==> src/rtl/reg_ctrl_seq_if.sv <==
// Control bundle between the instruction source and the datapath sequencer.
// No latency of its own: it carries signals only.
// No backpressure: run is sampled only while the sequencer is idle.
interface reg_ctrl_seq_if #(
    parameter int NUM_REGS = 8,
    parameter int SEL_W    = 4
);
    logic                run;
    logic [15:0]         instr;
    logic [NUM_REGS-1:0] reg_en;
    logic                a_en;
    logic                g_en;
    logic [SEL_W-1:0]    bus_sel;
    logic                alu_sub;
    logic                busy;
    logic                done;
    logic                illegal;

    // Instruction source side.
    modport master (
        output run, instr,
        input  reg_en, a_en, g_en, bus_sel, alu_sub, busy, done, illegal
    );

    // Sequencer side.
    modport slave (
        input  run, instr,
        output reg_en, a_en, g_en, bus_sel, alu_sub, busy, done, illegal
    );
endinterface

==> src/rtl/reg_ctrl_seq.sv <==
// Multi-cycle sequencer: latches an instruction and steps register, bus and ALU enables.
// Latency: MV/MVI finish 2 cycles after the run sample, ADD/SUB after 4; outputs are combinational from state/IR.
// Backpressure: run/instr are ignored while busy; a new run is accepted only in T0.
module reg_ctrl_seq #(
    parameter int NUM_REGS = 8,
    parameter int SEL_W    = 4
) (
    input  logic          clk,
    input  logic          reset,
    reg_ctrl_seq_if.slave bus
);

    typedef enum logic [1:0] {T0 = 2'd0, T1 = 2'd1, T2 = 2'd2, T3 = 2'd3} state_t;

    localparam logic [SEL_W-1:0] SEL_DIN = SEL_W'(NUM_REGS);
    localparam logic [SEL_W-1:0] SEL_G   = SEL_W'(NUM_REGS + 1);

    state_t        state_q, state_d;
    logic [15:0]   ir_q, ir_d;

    logic [3:0]    opcode;
    logic [3:0]    rx;
    logic [3:0]    ry;
    logic          rx_ok;
    logic          ry_ok;
    logic          legal;
    logic [NUM_REGS-1:0] rx_onehot;

    assign opcode    = ir_q[15:12];
    assign rx        = ir_q[11:8];
    assign ry        = ir_q[7:4];
    assign rx_ok     = ({28'd0, rx} < NUM_REGS);
    assign ry_ok     = ({28'd0, ry} < NUM_REGS);
    assign rx_onehot = NUM_REGS'(1) << rx;

    // Decode legality: MVI does not reference rY, the other three do.
    always_comb begin
        legal = 1'b0;
        case (opcode)
            4'd0, 4'd2, 4'd3: legal = rx_ok && ry_ok;
            4'd1:             legal = rx_ok;
            default:          legal = 1'b0;
        endcase
    end

    // State and instruction register; reset clears both and aborts any instruction.
    always_ff @(posedge clk) begin
        if (!reset) begin
            state_q <= T0;
            ir_q    <= '0;
        end else begin
            state_q <= state_d;
            ir_q    <= ir_d;
        end
    end

    // Next-state and step outputs; reset low forces every output to zero in the same cycle.
    always_comb begin
        state_d     = T0;
        ir_d        = ir_q;
        bus.reg_en  = '0;
        bus.a_en    = 1'b0;
        bus.g_en    = 1'b0;
        bus.bus_sel = '0;
        bus.alu_sub = 1'b0;
        bus.busy    = 1'b0;
        bus.done    = 1'b0;
        bus.illegal = 1'b0;

        if (reset) begin
            case (state_q)
                T0: begin
                    if (bus.run) begin
                        ir_d    = bus.instr;
                        state_d = T1;
                    end else begin
                        state_d = T0;
                    end
                end
                T1: begin
                    bus.busy = 1'b1;
                    if (!legal) begin
                        bus.illegal = 1'b1;
                        bus.done    = 1'b1;
                        state_d     = T0;
                    end else if (opcode == 4'd0) begin
                        bus.bus_sel = SEL_W'(ry);
                        bus.reg_en  = rx_onehot;
                        bus.done    = 1'b1;
                        state_d     = T0;
                    end else if (opcode == 4'd1) begin
                        bus.bus_sel = SEL_DIN;
                        bus.reg_en  = rx_onehot;
                        bus.done    = 1'b1;
                        state_d     = T0;
                    end else begin
                        // ADD/SUB: load operand A from rX.
                        bus.bus_sel = SEL_W'(rx);
                        bus.a_en    = 1'b1;
                        state_d     = T2;
                    end
                end
                T2: begin
                    bus.busy    = 1'b1;
                    bus.bus_sel = SEL_W'(ry);
                    bus.g_en    = 1'b1;
                    bus.alu_sub = (opcode == 4'd3);
                    state_d     = T3;
                end
                T3: begin
                    bus.busy    = 1'b1;
                    bus.bus_sel = SEL_G;
                    bus.reg_en  = rx_onehot;
                    bus.done    = 1'b1;
                    state_d     = T0;
                end
                default: state_d = T0;
            endcase
        end
    end

endmodule

==> src/flat_wrapper.sv <==
// flat-port wrapper written by rule: the top's interface ports become plain ports
module reg_ctrl_seq_flat 
#(
    parameter int NUM_REGS = 8,
    parameter int SEL_W    = 4
)
  (clk, reset, bus_run, bus_instr, bus_reg_en, bus_a_en, bus_g_en, bus_bus_sel, bus_alu_sub, bus_busy, bus_done, bus_illegal);
  reg_ctrl_seq_if #(.NUM_REGS(NUM_REGS), .SEL_W(SEL_W)) bus_i ();
  input  logic clk;
  input  logic reset;
  input wire logic [$bits(bus_i.run)-1:0] bus_run;
  input wire logic [$bits(bus_i.instr)-1:0] bus_instr;
  output wire logic [$bits(bus_i.reg_en)-1:0] bus_reg_en;
  output wire logic [$bits(bus_i.a_en)-1:0] bus_a_en;
  output wire logic [$bits(bus_i.g_en)-1:0] bus_g_en;
  output wire logic [$bits(bus_i.bus_sel)-1:0] bus_bus_sel;
  output wire logic [$bits(bus_i.alu_sub)-1:0] bus_alu_sub;
  output wire logic [$bits(bus_i.busy)-1:0] bus_busy;
  output wire logic [$bits(bus_i.done)-1:0] bus_done;
  output wire logic [$bits(bus_i.illegal)-1:0] bus_illegal;
  assign bus_i.run = bus_run;
  assign bus_i.instr = bus_instr;
  assign bus_reg_en = bus_i.reg_en;
  assign bus_a_en = bus_i.a_en;
  assign bus_g_en = bus_i.g_en;
  assign bus_bus_sel = bus_i.bus_sel;
  assign bus_alu_sub = bus_i.alu_sub;
  assign bus_busy = bus_i.busy;
  assign bus_done = bus_i.done;
  assign bus_illegal = bus_i.illegal;
  reg_ctrl_seq #(.NUM_REGS(NUM_REGS), .SEL_W(SEL_W)) u_core (.clk(clk), .reset(reset), .bus(bus_i));
endmodule
==> config.mk <==
export PLATFORM = sky130hd
export DESIGN_NAME = reg_ctrl_seq_flat
export DESIGN_NICKNAME = d
export VERILOG_FILES = /design/src/rtl/reg_ctrl_seq_if.sv /design/src/rtl/reg_ctrl_seq.sv /design/src/flat_wrapper.sv
export SDC_FILE = /design/constraint.sdc
export NUM_CORES = 1
export LEC_CHECK = 0
export BUFFER_PORTS_ARGS = -buffer_cell sky130_fd_sc_hd__clkbuf_2
export CAP_MARGIN = 20
export CORE_MARGIN = 2
export CORE_UTILIZATION = 31
export DETAILED_ROUTE_END_ITERATION = 7
export GPL_ROUTABILITY_DRIVEN = 0
export GPL_TIMING_DRIVEN = 1
export MAX_ROUTING_LAYER = met4
export PLACE_DENSITY = 0.63
export SYNTH_ARGS = -nofsm -noshare
export SYNTH_HDL_FRONTEND = slang
export SYNTH_SLANG_ARGS = --single-unit
==> constraint.sdc <==
create_clock -name clk -period 1.3 [get_ports clk]
set_input_delay 0.26 -clock clk [delete_from_list [all_inputs] [get_ports clk]]
set_output_delay 0.26 -clock clk [all_outputs]
set_load 0.01 [all_outputs]
[After elaboration in Yosys (flattened, before gate mapping)]
Index checks and enable logic that the tools add are counted.
Storage, ports and cells
  register bits after elaboration: 18
  latch bits: 0
  memory bits (writable): 0
  ROM bits: 0
  bits of input ports: 19
  logic and storage cells: 52
  memories kept: 0
Cells by class
  add/sub/neg operators: 0
  multipliers: 0
  div/mod/pow operators: 0
  magnitude comparators: 2
  eq/ne operators: 6
  shifts and indexed selects: 1
  multiplexer cells: 35
  bitwise logic cells: 0
  reductions and logical operators: 6
Operators with widths (number)
  $mux 8: 4
  $mux 1: 19
  $mux 4: 4
  $pmux 8 s2: 1
  $pmux 4 s3: 1
  $eq 4x2->1 const B: 2
  $lt 4x4->1 const B: 2
  $pmux 2 s4: 1
  $shl 1x4->8 const A: 1
  $mux 2: 3
  $reduce_or 3->1: 2
  $eq 2x2->1 const B: 2
  $eq 4x1->1 const B: 1
  $logic_not 4->1: 1
  $pmux 1 s2: 2
  $eq 2x1->1 const B: 1
  $logic_not 2->1: 1
  $reduce_and 2->1: 1
  $logic_and 1x1->1: 1

[Longest topological paths before layout]
  word-level depth: 6
  depth in mapped cells: 5
  depth with buffers taken out: 3

[Worst setup path before layout]
OpenSTA, ideal clock, no wires.
  path kind: flip-flop to output port
  start point: register u_core.state_q[0]
  end point: output bus_bus_sel[1]
  arrival: 1.197 ns
  setup slack: -0.157 ns
  cell stages (with the launch flop): 5
  path through: dfxtp_1 buf_4 nor4b_1 o2111ai_1 o21ai_0
Between the ends
  longest elaborated chain between the ends: 3
  elaborated cells between the ends (all ways): 5
  those cells by class: eq/ne (3); mux (2)
RTL lines
  start, declared: RTL line reg_ctrl_seq.sv:18  | state_t state_q, state_d;
  start signal, assigned: RTL line reg_ctrl_seq.sv:52  | state_q <= state_d;
  $eq 2x2->1 or $eq 2x1->1 (tied branches): RTL line reg_ctrl_seq.sv:71  | case (state_q)
  $pmux 4 s3 *: RTL line reg_ctrl_seq.sv:71
  $mux 4 *: RTL line reg_ctrl_seq.sv:70  | if (reset) begin
  end, declared: RTL line flat_wrapper.sv:16  | output wire logic [$bits(bus_i.bus_sel)-1:0] bus_bus_sel;
Mark *: on every way between the ends. The rest lies on a longest branch, timed or not.

[Worst setup path in the final report]
  start point: register u_core.ir_q[14]
  end point: output bus_bus_sel[1]
Between the ends
  longest elaborated chain between the ends: 6
  elaborated cells between the ends (all ways): 11
  those cells by class: eq/ne (3); mux (6); reduce/logical (2)
RTL lines
  start, declared: RTL line reg_ctrl_seq.sv:19  | logic [15:0] ir_q, ir_d;
  start signal, assigned: RTL line reg_ctrl_seq.sv:53  | ir_q <= ir_d;
  $eq 4x2->1, or another cell as far along: RTL line reg_ctrl_seq.sv:39  | case (opcode)
  $reduce_or 3->1 or $mux 4 (tied branches): RTL line reg_ctrl_seq.sv:39, reg_ctrl_seq.sv:91
  $pmux 1 s2 or $mux 4 (tied branches): RTL line reg_ctrl_seq.sv:39, reg_ctrl_seq.sv:86
  $mux 4 *: RTL line reg_ctrl_seq.sv:82  | if (!legal) begin
  $pmux 4 s3 *: RTL line reg_ctrl_seq.sv:71
  $mux 4 *: RTL line reg_ctrl_seq.sv:70
Marked as above.

==> results.sh <==
export IMPL_status="finished, violations left"
export IMPL_violations="negative setup slack"
export IMPL_place_area_sq_um=1290
export IMPL_yosysUniqueCellTypes=30
export IMPL_multi_input_area_sq_um=659
export IMPL_worstSetupPathType="register to primary output"
export IMPL_mappedNetlistNets=119
export IMPL_cts_tree="built"
export IMPL_clkSinkCount=14
export IMPL_holdCritStartpoint="bus_run"
export IMPL_crit_arrival_ns=1.54
export IMPL_die_y_microns=57.7
export IMPL_drv_cap=0
export IMPL_netlist_top_cells_count="17 x nor2b_1, 14 x dfxtp_1, 14 x mux2i_1"
export IMPL_drtAntennaViolNets=0
export IMPL_ff2ff_setup_slack_ns=-0.03
export IMPL_cts_made_buffers=3
export IMPL_die_area_sq_um=3330
export IMPL_totalWireLength_microns=2660
export IMPL_clkLatencyLatePin_ns=0.28
export IMPL_cts_max_level=1
export IMPL_hold_slack_ns=0.227
export IMPL_grt_overflow=0
export IMPL_hp_class="input pin to register"
export IMPL_yosysWarnings=0
export IMPL_grt_pass1_vias=930
export IMPL_finalCritPeriodShare=1.39
export IMPL_power_density_nw_per_um2=771
export IMPL_dr_wl_met2_microns=1330
export IMPL_start_util=0.324
export IMPL_dr_pass1_iters=4
export IMPL_worstRegToRegCells=6
export IMPL_cts_clk_slew_worst_paths_ns=0.09
export IMPL_via_per_inst=5.00
export IMPL_crit_required_ns=1.04
export IMPL_synth_area_sq_um=893
export IMPL_grt_setup_unrepaired="yes"
export IMPL_ys_dominant_reg_cell="dfxtp_1"
export IMPL_grt_use_total=0.174
export IMPL_end_kind="primary output"
export IMPL_clock_path_buffers=2
export IMPL_num_vias=965
export IMPL_netlist_instances=100
export IMPL_r2r_end="u_core.ir_q[11]$_SDFFE_PN0P_"
export IMPL_avgSynthCellArea_sq_um=8.93
export IMPL_total_power_mw=1.17
export IMPL_design_area_sq_um=1520
export IMPL_synth_seq_area_share=0.314
export IMPL_antenna_cells=0
export IMPL_ioPinCount=37
export IMPL_coreArea_sq_um=2760
export IMPL_dp_hpwl_microns=1890
export IMPL_die_w_microns=57.7
export IMPL_fin_worst_skew_ns=0.00545
export IMPL_fill_cells=261
export IMPL_vdd_ir_drop_max_v=0.000422
export IMPL_clockPowerShare=0.268
export IMPL_grt_max_degree=10
export IMPL_async_reset_ff_frac=0
export IMPL_postCtsHoldBufs=0
export IMPL_min_period_ns=1.80
export IMPL_regToRegStartpoint="u_core.state_q[0]$_SDFF_PN0_"
export IMPL_synth_seq_cells=14
export IMPL_power_switching_mw=0.335
export IMPL_wl_met1_microns=1160
export IMPL_layout_area_seq_sq_um=293
export IMPL_fin_nets=182
export IMPL_antenna_found_initial=0
export IMPL_drt_iter0_drc=22
export IMPL_p_sw_frac=0.286
export IMPL_worstHoldPathCells=3
export IMPL_drive_gt1_frac=0.611
export IMPL_setup_ws_ns=-0.504
export IMPL_wl_per_cell_microns=13.8
export IMPL_p_int_mw=0.838
export IMPL_crit_path_start_kind="register"
export IMPL_synth_top_area_frac=0.314
export IMPL_top_layer_used="met4"
export IMPL_worstMarginPinSlew_ns=0.364
export IMPL_synth_area_leaders="dfxtp_1 31%, mux2i_1 16%, nor2b_1 12%, nor3_1 5.0%, buf_6 2.5%"
export IMPL_final_setup_tns_ns=-7.44
export IMPL_p_leak_nw=0.688
export IMPL_slew_headroom=0.757
export IMPL_core_rowCount=19
export IMPL_combinationalPowerShare=0.322
export IMPL_finalHoldViolCount=0
export IMPL_grt_first_pass_wirelength_microns=4260
export IMPL_p_seq_frac=0.410
export IMPL_slew_violations=0
export IMPL_synth_most_common_cell="nor2b_1"
export IMPL_hold_end="u_core.state_q[0]$_SDFF_PN0_"
export IMPL_yosysTopAreaCell="dfxtp_1"
export IMPL_synth_edf_count=0
export IMPL_crit_fanout=5
export IMPL_fmax_mhz=554
export IMPL_cts_root_buf="clkbuf_4"
export IMPL_drcViolationCount=0
export IMPL_setup_violations=30
export IMPL_io_buffer_count=32
export IMPL_met3WireLength_microns=115
export IMPL_area_growth_pct=70.3
export IMPL_dp_slack_ns=-0.229
## logic make-up (layout without fill, tap and decap cells)
logic type | count (synthesis) | count (layout) | share of synthesized area
mux | 14 | 14 | 0.157
buf+inv | 9 | 71 | 0.0588
flops | 14 | 14 | 0.314
simple gates | 51 | 51 | 0.367
compound gates | 12 | 12 | 0.104
## through the flow
| stage | utilization | instances |
|---|---|---|
| 2_1_floorplan | - | 100 |
| 3_3_place_gp | 0.467 | 180 |
| 3_5_place_dp | 0.467 | 180 |
| 4_1_cts | 0.535 | 191 |
| 5_1_grt | 0.552 | 193 |
| 6_report | 0.552 | 193 |
## per-layer routing
metal | GRT usage | vias up
li1 | - | 484
met1 | 0.201 | 448
met2 | 0.300 | 26
met3 | 0.0313 | 7
met4 | 0.0664 | 0
met5 | - | -
## final cells by class
| class | instances | area share |
|---|---|---|
| Timing Repair Buffer | 64 | 0.317 |
| Tap cell | 31 | 0.0255 |
| Clock buffer | 4 | 0.0238 |
| Multi-Input combinational cell | 77 | 0.433 |
| Inverter | 3 | 0.00740 |
| Sequential cell | 14 | 0.192 |
## repair_timing
action / CTS / global route
setup buffers: 6 / 4
resized for setup: 26 / 21
pin swaps: 11 / 6
cloned: 1 / 0
setup endpoints to repair: 30 / 31
## sequential cells by signal (all words and copies together), names as in the netlist, named ones only
| signal | flops |
|---|---|
| u_core.state_q | 1 |
| u_core.ir_q | 12 |
## power groups by stage
| stage | Clock (mW) | Combinational [mW] | Sequential (mW) |
|---|---|---|---|
| 6_report | 0.315 | 0.377 | 0.481 |
| 5_1_grt | 0.347 | 0.407 | 0.485 |
| 4_1_cts | 0.323 | 0.353 | 0.480 |
| 3_5_place_dp | 0 | 0.298 | 0.489 |
| 3_3_place_gp | 0 | 0.288 | 0.487 |
| 2_1_floorplan | 0 | 0.176 | 0.488 |
## cells in the final DEF (no fill, tap or decap), types with 2 or more instances in the layout
master	instances
nor3_2	8
nand2_1	4
o21ai_1	3
dfxtp_4	2
dfxtp_2	4
nor2_1	3
nand2b_1	2
nand3b_1	2
dfxtp_1	8
mux2i_1	14
buf_6	12
buf_4	20
nor2b_2	2
nor2b_1	14
buf_2	11
clkbuf_2	19
inv_1	3
nor3_4	2
nor3b_2	2
clkbuf_4	3
## worst max-delay path by stage
| stage | startpoint | endpoint | slack [ns] | depth (start not counted) |
|---|---|---|---|---|
| floorplan | u_core.state_q[0]$_SDFF_PN0_ | bus_bus_sel[1] | -0.08 | 4 |
| global placement | u_core.ir_q[15]$_SDFFE_PN0P_ | bus_bus_sel[2] | -0.20 | 4 |
| detailed placement | u_core.ir_q[15]$_SDFFE_PN0P_ | bus_bus_sel[2] | -0.23 | 4 |
| CTS | u_core.ir_q[15]$_SDFFE_PN0P_ | bus_reg_en[1] | -0.50 | 4 |
| global route | u_core.ir_q[14]$_SDFFE_PN0P_ | bus_bus_sel[2] | -0.60 | 5 |
| finish | u_core.ir_q[14]$_SDFFE_PN0P_ | bus_bus_sel[1] | -0.50 | 5 |
## worst max-delay path: stages, from the launching register on
cell and delay, ns:
dfxtp_4 0.37, nor3_4 0.29, buf_4 0.18, mux2i_1 0.19, o21ai_1 0.09, clkbuf_2 0.13
No activity file was read; power rests on OpenSTA's default activity.
